[src/rtl/alu_acc_seq.sv]
// alu_acc_seq: accumulator ALU with handshake; the optional shift-add multiplier (opcode 110)
// is built only when ALU_MULT_EN is defined, otherwise 110 pulses IllegalOp.
module alu_acc_seq #(
  parameter int WIDTH = 16
) (
  input  logic             clk_i,
  input  logic             rst_n_i,
  input  logic             op_valid_i,
  input  logic [2:0]       opcode_i,
  input  logic [WIDTH-1:0] data_i,
  output logic             op_ready_o,
  output logic             done_o,
  output logic [WIDTH-1:0] ac_o,
  output logic             carry_o,
  output logic             zero_o,
  output logic             illegal_op_o
);
  localparam int H = WIDTH / 2;
  logic [WIDTH-1:0] ac_q, ac_d, alu_res;
  logic             carry_q, carry_d, done_q, done_d, alu_carry, accept;
  logic [WIDTH:0]   sum_add, sum_inc;
  assign accept  = op_valid_i && op_ready_o;
  assign sum_add = {1'b0, ac_q} + {1'b0, data_i};
  assign sum_inc = {1'b0, ac_q} + (WIDTH+1)'(1);
  assign ac_o    = ac_q;
  assign carry_o = carry_q;
  assign zero_o  = ac_q == '0;
  assign done_o  = done_q;
  always_comb begin
    alu_res   = ac_q;
    alu_carry = 1'b0;
    case (opcode_i)
      3'b000:  alu_res = '0;
      3'b001:  alu_res = ac_q >> 1;
      3'b010:  {alu_carry, alu_res} = sum_add;
      3'b011:  {alu_carry, alu_res} = sum_inc;
      3'b100:  alu_res = {ac_q[H-1:0], ac_q[WIDTH-1:H]};
      3'b101:  alu_res = ~ac_q;
      3'b111:  alu_res = data_i;
      default: alu_carry = carry_q;
    endcase
  end
`ifdef ALU_MULT_EN
  localparam int CW = $clog2(H) + 1;
  typedef enum logic {IDLE, MUL} state_t;
  state_t           state_q, state_d;
  logic [CW-1:0]    cnt_q, cnt_d;
  logic [WIDTH-1:0] mcand_q, mcand_d, prod_q, prod_d;
  logic [H-1:0]     mplier_q, mplier_d;
  assign op_ready_o   = state_q == IDLE;
  assign illegal_op_o = 1'b0;
  always_comb begin
    state_d  = state_q;
    cnt_d    = cnt_q;
    mcand_d  = mcand_q;
    mplier_d = mplier_q;
    prod_d   = prod_q;
    ac_d     = ac_q;
    carry_d  = carry_q;
    done_d   = 1'b0;
    if (state_q == IDLE) begin
      if (accept && opcode_i == 3'b110) begin
        state_d  = MUL;
        cnt_d    = '0;
        mcand_d  = {{H{1'b0}}, data_i[WIDTH-1:H]};
        mplier_d = ac_q[WIDTH-1:H];
        prod_d   = '0;
      end else if (accept) begin
        ac_d    = alu_res;
        carry_d = alu_carry;
        done_d  = 1'b1;
      end
    end else begin
      // one multiplier bit per edge; AC is only written on the final step
      prod_d   = prod_q + (mplier_q[0] ? mcand_q : '0);
      mcand_d  = mcand_q << 1;
      mplier_d = mplier_q >> 1;
      cnt_d    = cnt_q + CW'(1);
      if (cnt_q == CW'(H - 1)) begin
        state_d = IDLE;
        ac_d    = prod_d;
        carry_d = 1'b0;
        done_d  = 1'b1;
      end
    end
  end
  always_ff @(posedge clk_i or negedge rst_n_i) begin
    if (!rst_n_i) begin
      state_q  <= IDLE;
      cnt_q    <= '0;
      mcand_q  <= '0;
      mplier_q <= '0;
      prod_q   <= '0;
    end else begin
      state_q  <= state_d;
      cnt_q    <= cnt_d;
      mcand_q  <= mcand_d;
      mplier_q <= mplier_d;
      prod_q   <= prod_d;
    end
  end
`else
  logic illegal_q, illegal_d;
  assign op_ready_o   = 1'b1;
  assign illegal_op_o = illegal_q;
  always_comb begin
    ac_d      = accept ? alu_res : ac_q;
    carry_d   = accept ? alu_carry : carry_q;
    done_d    = accept;
    illegal_d = accept && opcode_i == 3'b110;
  end
  always_ff @(posedge clk_i or negedge rst_n_i) begin
    if (!rst_n_i) illegal_q <= 1'b0;
    else illegal_q <= illegal_d;
  end
`endif
  always_ff @(posedge clk_i or negedge rst_n_i) begin
    if (!rst_n_i) begin
      ac_q    <= '0;
      carry_q <= 1'b0;
      done_q  <= 1'b0;
    end else begin
      ac_q    <= ac_d;
      carry_q <= carry_d;
      done_q  <= done_d;
    end
  end
endmodule

[config.mk]
export PLATFORM = sky130hd
export DESIGN_NAME = alu_acc_seq
export DESIGN_NICKNAME = d
export VERILOG_FILES = /design/src/rtl/alu_acc_seq.sv
export SDC_FILE = /design/constraint.sdc
export NUM_CORES = 1
export LEC_CHECK = 0
export ABC_AREA = 1
export BUFFER_PORTS_ARGS = -buffer_cell sky130_fd_sc_hd__buf_2
export CAP_MARGIN = 20
export CORE_MARGIN = 2
export CORE_UTILIZATION = 55
export CTS_CLUSTER_DIAMETER = 40
export DETAILED_ROUTE_END_ITERATION = 7
export GPL_TIMING_DRIVEN = 0
export PLACE_DENSITY = 0.84
export SETUP_SLACK_MARGIN = 0.15
export SYNTH_ARGS = -nofsm -noshare
export SYNTH_HDL_FRONTEND = slang
export SYNTH_SLANG_ARGS = --single-unit
[constraint.sdc]
create_clock -name clk_i -period 3.6 [get_ports clk_i]
set_input_delay 0.54 -clock clk_i [delete_from_list [all_inputs] [get_ports clk_i]]
set_output_delay 0.54 -clock clk_i [all_outputs]
set_load 0.01 [all_outputs]
==> results.sh, run 1 <==
export IMPL_io_pins=43
export IMPL_worstPathRequired_ns=3.76
export IMPL_core_sq_um=4755
export IMPL_setup_viol=0
export IMPL_post_synth_main_area_contributors="nand2_1, dfrtp_1, inv_1, ha_1, nand3_1"
export IMPL_grt_pass1_wl_mm=14.66
export IMPL_clockBufferDepth=2
export IMPL_row_count=25
export IMPL_dp_hpwl_mm=7.264
export IMPL_die_x_microns=74.36
export IMPL_grt_pass1_vias=2936
export IMPL_critical_path_startpoint="ac_o[0]"
export IMPL_drive_above_1_share=0.1287
export IMPL_holdBufCountCts=0
export IMPL_fin_cells=603
export IMPL_drt_wl_total_mm=9.072
export IMPL_post_place_ws_ns=1.283
export IMPL_yosysUniqueCellTypes=32
export IMPL_syn_to_final_growth_pct=12.13
export IMPL_initialDrtViolationCount=262
export IMPL_most_common_layout_cells="nand2_1, inv_1, buf_2, nor2_1, nand3_1"
export IMPL_vias_per_cell=5.509
export IMPL_finalHoldViolations=0
export IMPL_cts_setup_buffers=0
export IMPL_critical_path_max_stage_delay_ns=0.47
export IMPL_rsz0062_at_grt="no"
export IMPL_grt_util_met3=0.04201
export IMPL_fin_ws_ns=1.327
export IMPL_skew_ns=0.005413
export IMPL_regToRegSetupSlack_ns=1.33
export IMPL_drc=0
export IMPL_syn_instance_count=492
export IMPL_track_usage=0.3529
export IMPL_power_mw=1.149
export IMPL_drt_pass1_iter_count=5
export IMPL_cts_tree="yes"
export IMPL_num_vias=3322
export IMPL_dp_cells=599
export IMPL_path_clk_slew_ns=0.08
export IMPL_globalRouteOverflowTotal=0
export IMPL_worst_hold_path_type="primary input to async pin"
export IMPL_wl_per_cell_microns=15.04
export IMPL_run_status="finished, final reports clean"
export IMPL_maxCapViolCount=0
export IMPL_syn_num_nets=533
export IMPL_p_per_area_nw_per_um2=376.2
export IMPL_antennaDiodeCount=0
export IMPL_cp_common_cell="nand3_1"
export IMPL_slowest_stage="dfrtp_1"
export IMPL_fillerInstances=481
export IMPL_netlist_area_sq_um=2723
export IMPL_path_class="flop to flop"
export IMPL_start_kind="flop"
export IMPL_synth_avg_cell_area_sq_um=5.534
export IMPL_finalCritPeriodShare=0.6314
export IMPL_final_util=0.6421
export IMPL_cp_num_buf_inv=2
export IMPL_dieHeight_microns=74.36
export IMPL_critPathCaptureType="flop"
export IMPL_grtUsageMet2=0.5754
export IMPL_crit_fanout=7
export IMPL_worstPathCellList="ha_1, inv_1, fa_1, inv_1, nand3_1, nand3_1, nand3_1, nand3_1, nand2_1, nand3_1, nand2_1, nand2_1, nand2_1"
export IMPL_reg2reg_to="ac_o[12]"
export IMPL_root_buffer="clkbuf_8"
export IMPL_peakVddDrop_v=0.0002501
export IMPL_setup_tns_ns=0
export IMPL_top_usage_layer="met2"
export IMPL_worstPathArrival_ns=2.43
export IMPL_path_delay_family="simple AND/OR/NAND/NOR gates"
export IMPL_port_buffers=40
export IMPL_yosys_warnings=0
export IMPL_clk_latency_ns=0.27
export IMPL_clock_sinks=19
export IMPL_worstRegToRegCells=13
export IMPL_cts_resized=0
export IMPL_p_leak_nw=1.741
export IMPL_antenna_found_initial=0
export IMPL_synth_top_area_frac=0.2592
export IMPL_use_met1=0.4858
export IMPL_clock_fmax_mhz=439.9
export IMPL_h_tree_depth=1
export IMPL_start_util=0.5726
export IMPL_min_period_ns=2.273
export IMPL_ant_nets=0
export IMPL_cts_buffers=3
export IMPL_post_synth_top_area_cell="nand2_1"
export IMPL_ys_ff_latch=19
export IMPL_worstReg2RegStart="ac_o[0]"
export IMPL_seq_area_frac_synth=0.1746
export IMPL_grt_max_degree=20
export IMPL_mostFrequentLayoutCell="nand2_1"
export IMPL_gp_congestion=1.048
export IMPL_die_area_sq_um=5529
export IMPL_slew_viol_final=0
export IMPL_nets=578
[final cells by class]
cell class	instances	area (sq um)	share of cell area
Buffer	10	50.05	0.01639
Tap cell	67	83.83	0.02746
Inverter	78	292.8	0.09590
Clock inverter	1	5.005	0.001639
Multi-Input combinational cell	385	1904	0.6238
Clock buffer	3	41.29	0.01352
Sequential cell	19	475.5	0.1557
Timing Repair Buffer	40	200.2	0.06557
[worst register-to-register path: stages, from the launching register on]
cell and delay [ns]:
dfrtp_1 0.47, ha_1 0.21, inv_1 0.07, fa_1 0.40, inv_1 0.17, nand3_1 0.10, nand3_1 0.16, nand3_1 0.12
nand3_1 0.12, nand2_1 0.06, nand3_1 0.08, nand2_1 0.09, nand2_1 0.08, nand2_1 0.05
[synthesized netlist by cell type]
cell type  count
a211oi_1       1
o31ai_1        1
o22ai_1        7
a31oi_1        1
o21ai_1        8
nand4_1        7
dfrtp_1       19
nor2_1        42
or2_2          8
nand3_1       42
conb_1         1
a22oi_1        4
a21oi_1       15
fa_1           1
nand3b_1       2
nand2_1      188
buf_2          7
nor3_4         2
a32oi_1        1
a41oi_1        1
o2111ai_1      4
inv_2          4
and2_1         3
o211ai_1       1
o21ai_0       15
clkbuf_1       2
nor4_1         1
inv_1         74
buf_4          1
nand3_2        3
nor3_1         8
ha_1          18
[registers in the layout, summed over array words and instances, names as in the netlist]
register,count
illegal_op_o,1
ac_o,16
carry_o,1
done_o,1
[cells by family (layout without fill, tap and decap cells)]
kind of cell,after synthesis,count (layout),share of synthesized area
simple gates,306,306,0.4812
buf+inv,88,132,0.1259
compound gates,59,59,0.1268
fa+ha+maj,19,19,0.09008
flops,19,19,0.1746
other cells,1,1,0.001377
[where the power goes]
group,internal (mW),switching (mW),total [mW]
Sequential,0.250,0.0820,0.332
Clock,0.0772,0.0801,0.157
Combinational,0.236,0.424,0.659
[how the worst max path moves through the flow]
| stage | end | cells after the start |
|---|---|---|
| floorplan | ac_o[3] | 8 |
| global placement | ac_o[7] | 10 |
| detailed placement | ac_o[12] | 14 |
| CTS | ac_o[12] | 13 |
| global route | ac_o[12] | 13 |
| finish | ac_o[12] | 13 |
[routing by layer]
layer | up-vias | share of wire
li1 | 1667 | -
met1 | 1480 | 0.45
met2 | 156 | 0.46
met3 | 19 | 0.069
met4 | 0 | 0.025
met5 | - | 0
[metrics by stage]
stage	hold WS [ns]	instance area [sq um]
2_1_floorplan	0.2444	2723
3_3_place_gp	0.5048	3007
5_1_grt	0.2485	3053
3_5_place_dp	0.5218	3007
4_1_cts	0.2283	3053
6_report	0.2087	3053
Power figures use the tool's default switching activity.
==> inputs of run 2 (changes only) <==
ABC_AREA = 0   (was 1)
clock period = 2.18 ns   (was 3.6 ns; I/O delays follow)
==> run 2 against run 1 <==
The run now ends with design-rule violations left. Via count grew 1.1%. Register-to-register slack worse by 1.3 ns. Sequential power rose by 58%. Highest routed layer unchanged.
==> results.sh, run 2 <==
export IMPL_syn_instance_count=372
export IMPL_wl_per_cell_microns=19.66
export IMPL_multiInputGateArea_sq_um=2332
export IMPL_seq_area_frac_synth=0.1712
export IMPL_initialDrtViolationCount=450
export IMPL_largest_reg_flops=16
export IMPL_path_clk_slew_ns=0.09
export IMPL_endpoint="ac_o[6]"
export IMPL_grt_pass1_wl_mm=14.95
export IMPL_worstMarginPinSlew_ns=0.5575
export IMPL_row_count=25
export IMPL_gp_congestion=1.060
export IMPL_synth_top_area_frac=0.1712
export IMPL_async_flop_share=1.000
export IMPL_clockBufferDepth=2
export IMPL_core_sq_um=4786
export IMPL_yosysMostFrequentCell="nand2_1"
export IMPL_worstRegToRegCells=9
export IMPL_post_synth_top_area_cell="dfrtp_1"
export IMPL_reg2reg_to="ac_o[6]"
export IMPL_dieHeight_microns=75.07
export IMPL_dp_hpwl_mm=6.702
export IMPL_fillerInstances=388
export IMPL_drive_above_1_share=0.3211
export IMPL_cts_tree="yes"
export IMPL_skew_ns=0.002406
export IMPL_ant_nets=0
export IMPL_p_per_area_nw_per_um2=647.1
export IMPL_fin_ws_ns=0.07157
export IMPL_setup_viol=0
export IMPL_critPathCaptureType="flop"
export IMPL_synth_ff_type="dfrtp_1"
export IMPL_final_seq_area_sq_um=486.7
export IMPL_syn_to_final_growth_pct=27.16
export IMPL_antenna_found_initial=0
export IMPL_io_pins=43
export IMPL_setup_tns_ns=0
export IMPL_yosys_warnings=0
export IMPL_grt_max_degree=20
export IMPL_finalHoldViolations=0
export IMPL_ys_ff_latch=19
export IMPL_clock_fmax_mhz=474.3
export IMPL_antennaDiodeCount=0
export IMPL_worstPathArrival_ns=2.27
export IMPL_worstPathRequired_ns=2.34
export IMPL_final_util=0.7380
export IMPL_grt_pass1_vias=3044
export IMPL_violations="design-rule violations"
export IMPL_vias_per_cell=6.676
export IMPL_post_synth_main_area_contributors="dfrtp_1, ha_1, a21oi_1, o21ai_0, nand2_1"
export IMPL_synth_enable_flop_cells=0
export IMPL_die_x_microns=75.07
export IMPL_drt_pass1_iter_count=8
export IMPL_drt_wl_total_mm=9.887
export IMPL_worstReg2RegStart="ac_o[0]"
export IMPL_clock_sinks=19
export IMPL_post_place_ws_ns=-0.1533
export IMPL_finalCritPeriodShare=0.9672
export IMPL_track_usage=0.3487
export IMPL_port_buffers=40
export IMPL_drc=2
export IMPL_path_class="flop to flop"
export IMPL_rsz0062_at_grt="yes"
export IMPL_h_tree_depth=1
export IMPL_num_vias=3358
export IMPL_synth_avg_cell_area_sq_um=7.467
export IMPL_root_buffer="clkbuf_8"
export IMPL_crit_fanout=3
export IMPL_run_status="complete, but fails checks"
export IMPL_peakVddDrop_v=0.0003824
export IMPL_cts_buffers=3
export IMPL_start_util=0.5804
export IMPL_most_common_layout_cells="buf_2, nand2_1, o21ai_0, a21oi_1, nor2_1"
export IMPL_worst_hold_path_type="primary input to async pin"
export IMPL_regToRegSetupSlack_ns=0.07
export IMPL_clk_latency_ns=0.27
export IMPL_critical_path_startpoint="ac_o[0]"
export IMPL_mostFrequentLayoutCell="buf_2"
export IMPL_maxCapViolCount=0
export IMPL_syn_num_nets=413
export IMPL_min_period_ns=2.108
export IMPL_netlist_area_sq_um=2778
export IMPL_holdWs_ns=0.01650
export IMPL_p_leak_nw=1.524
export IMPL_synth_common_cells="nand2_1, a21oi_1, o21ai_0, nor2_1, dfrtp_1"
export IMPL_yosysUniqueCellTypes=64
export IMPL_die_area_sq_um=5635
export IMPL_slew_viol_final=0
export IMPL_globalRouteOverflowTotal=0
export IMPL_start_kind="flop"
export IMPL_slew_headroom=0.6283
export IMPL_nets=478
export IMPL_holdBufCountCts=0
run 2: cell count changes in the layout (fill, tap and decap cells not counted), moves of 9 or more:
cell,before,now
nand2_1,188,43
inv_1,74,11
nand3_1,42,9
buf_4,1,22
nor2_1,42,23
o21ai_0,15,32
a21oi_1,15,29
ha_1,18,7
o211ai_1,1,11
dfrtp_1,19,10
dfrtp_2,0,9
ha_4,0,9
nor2b_1,0,9
xnor2_1,0,9
run 2: area by class of cell:
class                   instances  area share
clock inverters                 1    0.001417
clock buffers                   3     0.01169
repair buffers                 60      0.1038
plain buffers                  26     0.04499
well taps                      67     0.02373
flip-flops and latches         19      0.1378
multi-input cells             313      0.6603
inverters                      14     0.01629
run 2: report_power, final:
part / internal (mW) / switching, mW / leakage (nW) / total (mW)
Combinational: 0.657 / 0.828 / 1.27 / 1.49
Sequential: 0.419 / 0.104 / 0.233 / 0.524
Clock: 0.128 / 0.149 / 0.0255 / 0.277
run 2: worst min path at each step:
stage / start / endpoint / slack [ns] / cells after the start
final: rst_n_i / ac_o[1] / 0.02 / 1
after global placement: rst_n_i / ac_o[1] / 0.31 / 1
after floorplan: rst_n_i / ac_o[0] / 0.03 / 0
after global routing: rst_n_i / done_o / 0.04 / 1
after CTS: rst_n_i / ac_o[0] / 0.03 / 1
after detailed placement: rst_n_i / ac_o[1] / 0.32 / 1
run 2: cells by family after synthesis:
logic type                 synth area share
and+or+nand+nor                      0.2757
AOI/OAI and AO/OA                    0.3162
xor gates and xnor gates            0.03784
muxes                               0.03333
buffers and inverters               0.07613
other                              0.001350
adders and majority gates           0.08829
DFF                                  0.1712
run 2: repair_timing:
item	CTS	global route
endpoints found under the setup margin	12	12
setup buffers	10	10
pin swaps	7	8
gates resized for setup	30	15
run 2: layer usage:
metal	global-route usage	vias up	share of wire
li1	-	1516	-
met1	0.4601	1545	0.41
met2	0.5331	251	0.45
met3	0.09237	46	0.11
met4	0.1567	0	0.036
met5	0	-	0
run 2: metrics by stage:
step	cell area, sq um	total power [mW]	cells
2_1_floorplan	2805	1.367	372
3_3_place_gp	3089	1.680	479
3_5_place_dp	3089	1.705	479
4_1_cts	3367	2.098	493
5_1_grt	3532	2.417	503
6_report	3532	2.286	503
run 2: worst max-delay path, stage by stage, from the launching register on:
cell and delay [ns]:
dfrtp_2 0.39, ha_4 0.14, inv_2 0.03, fa_2 0.37
nand2b_4 0.17, a21oi_4 0.17, nor2b_2 0.09, xnor2_2 0.14
a221o_1 0.30, a22o_1 0.21
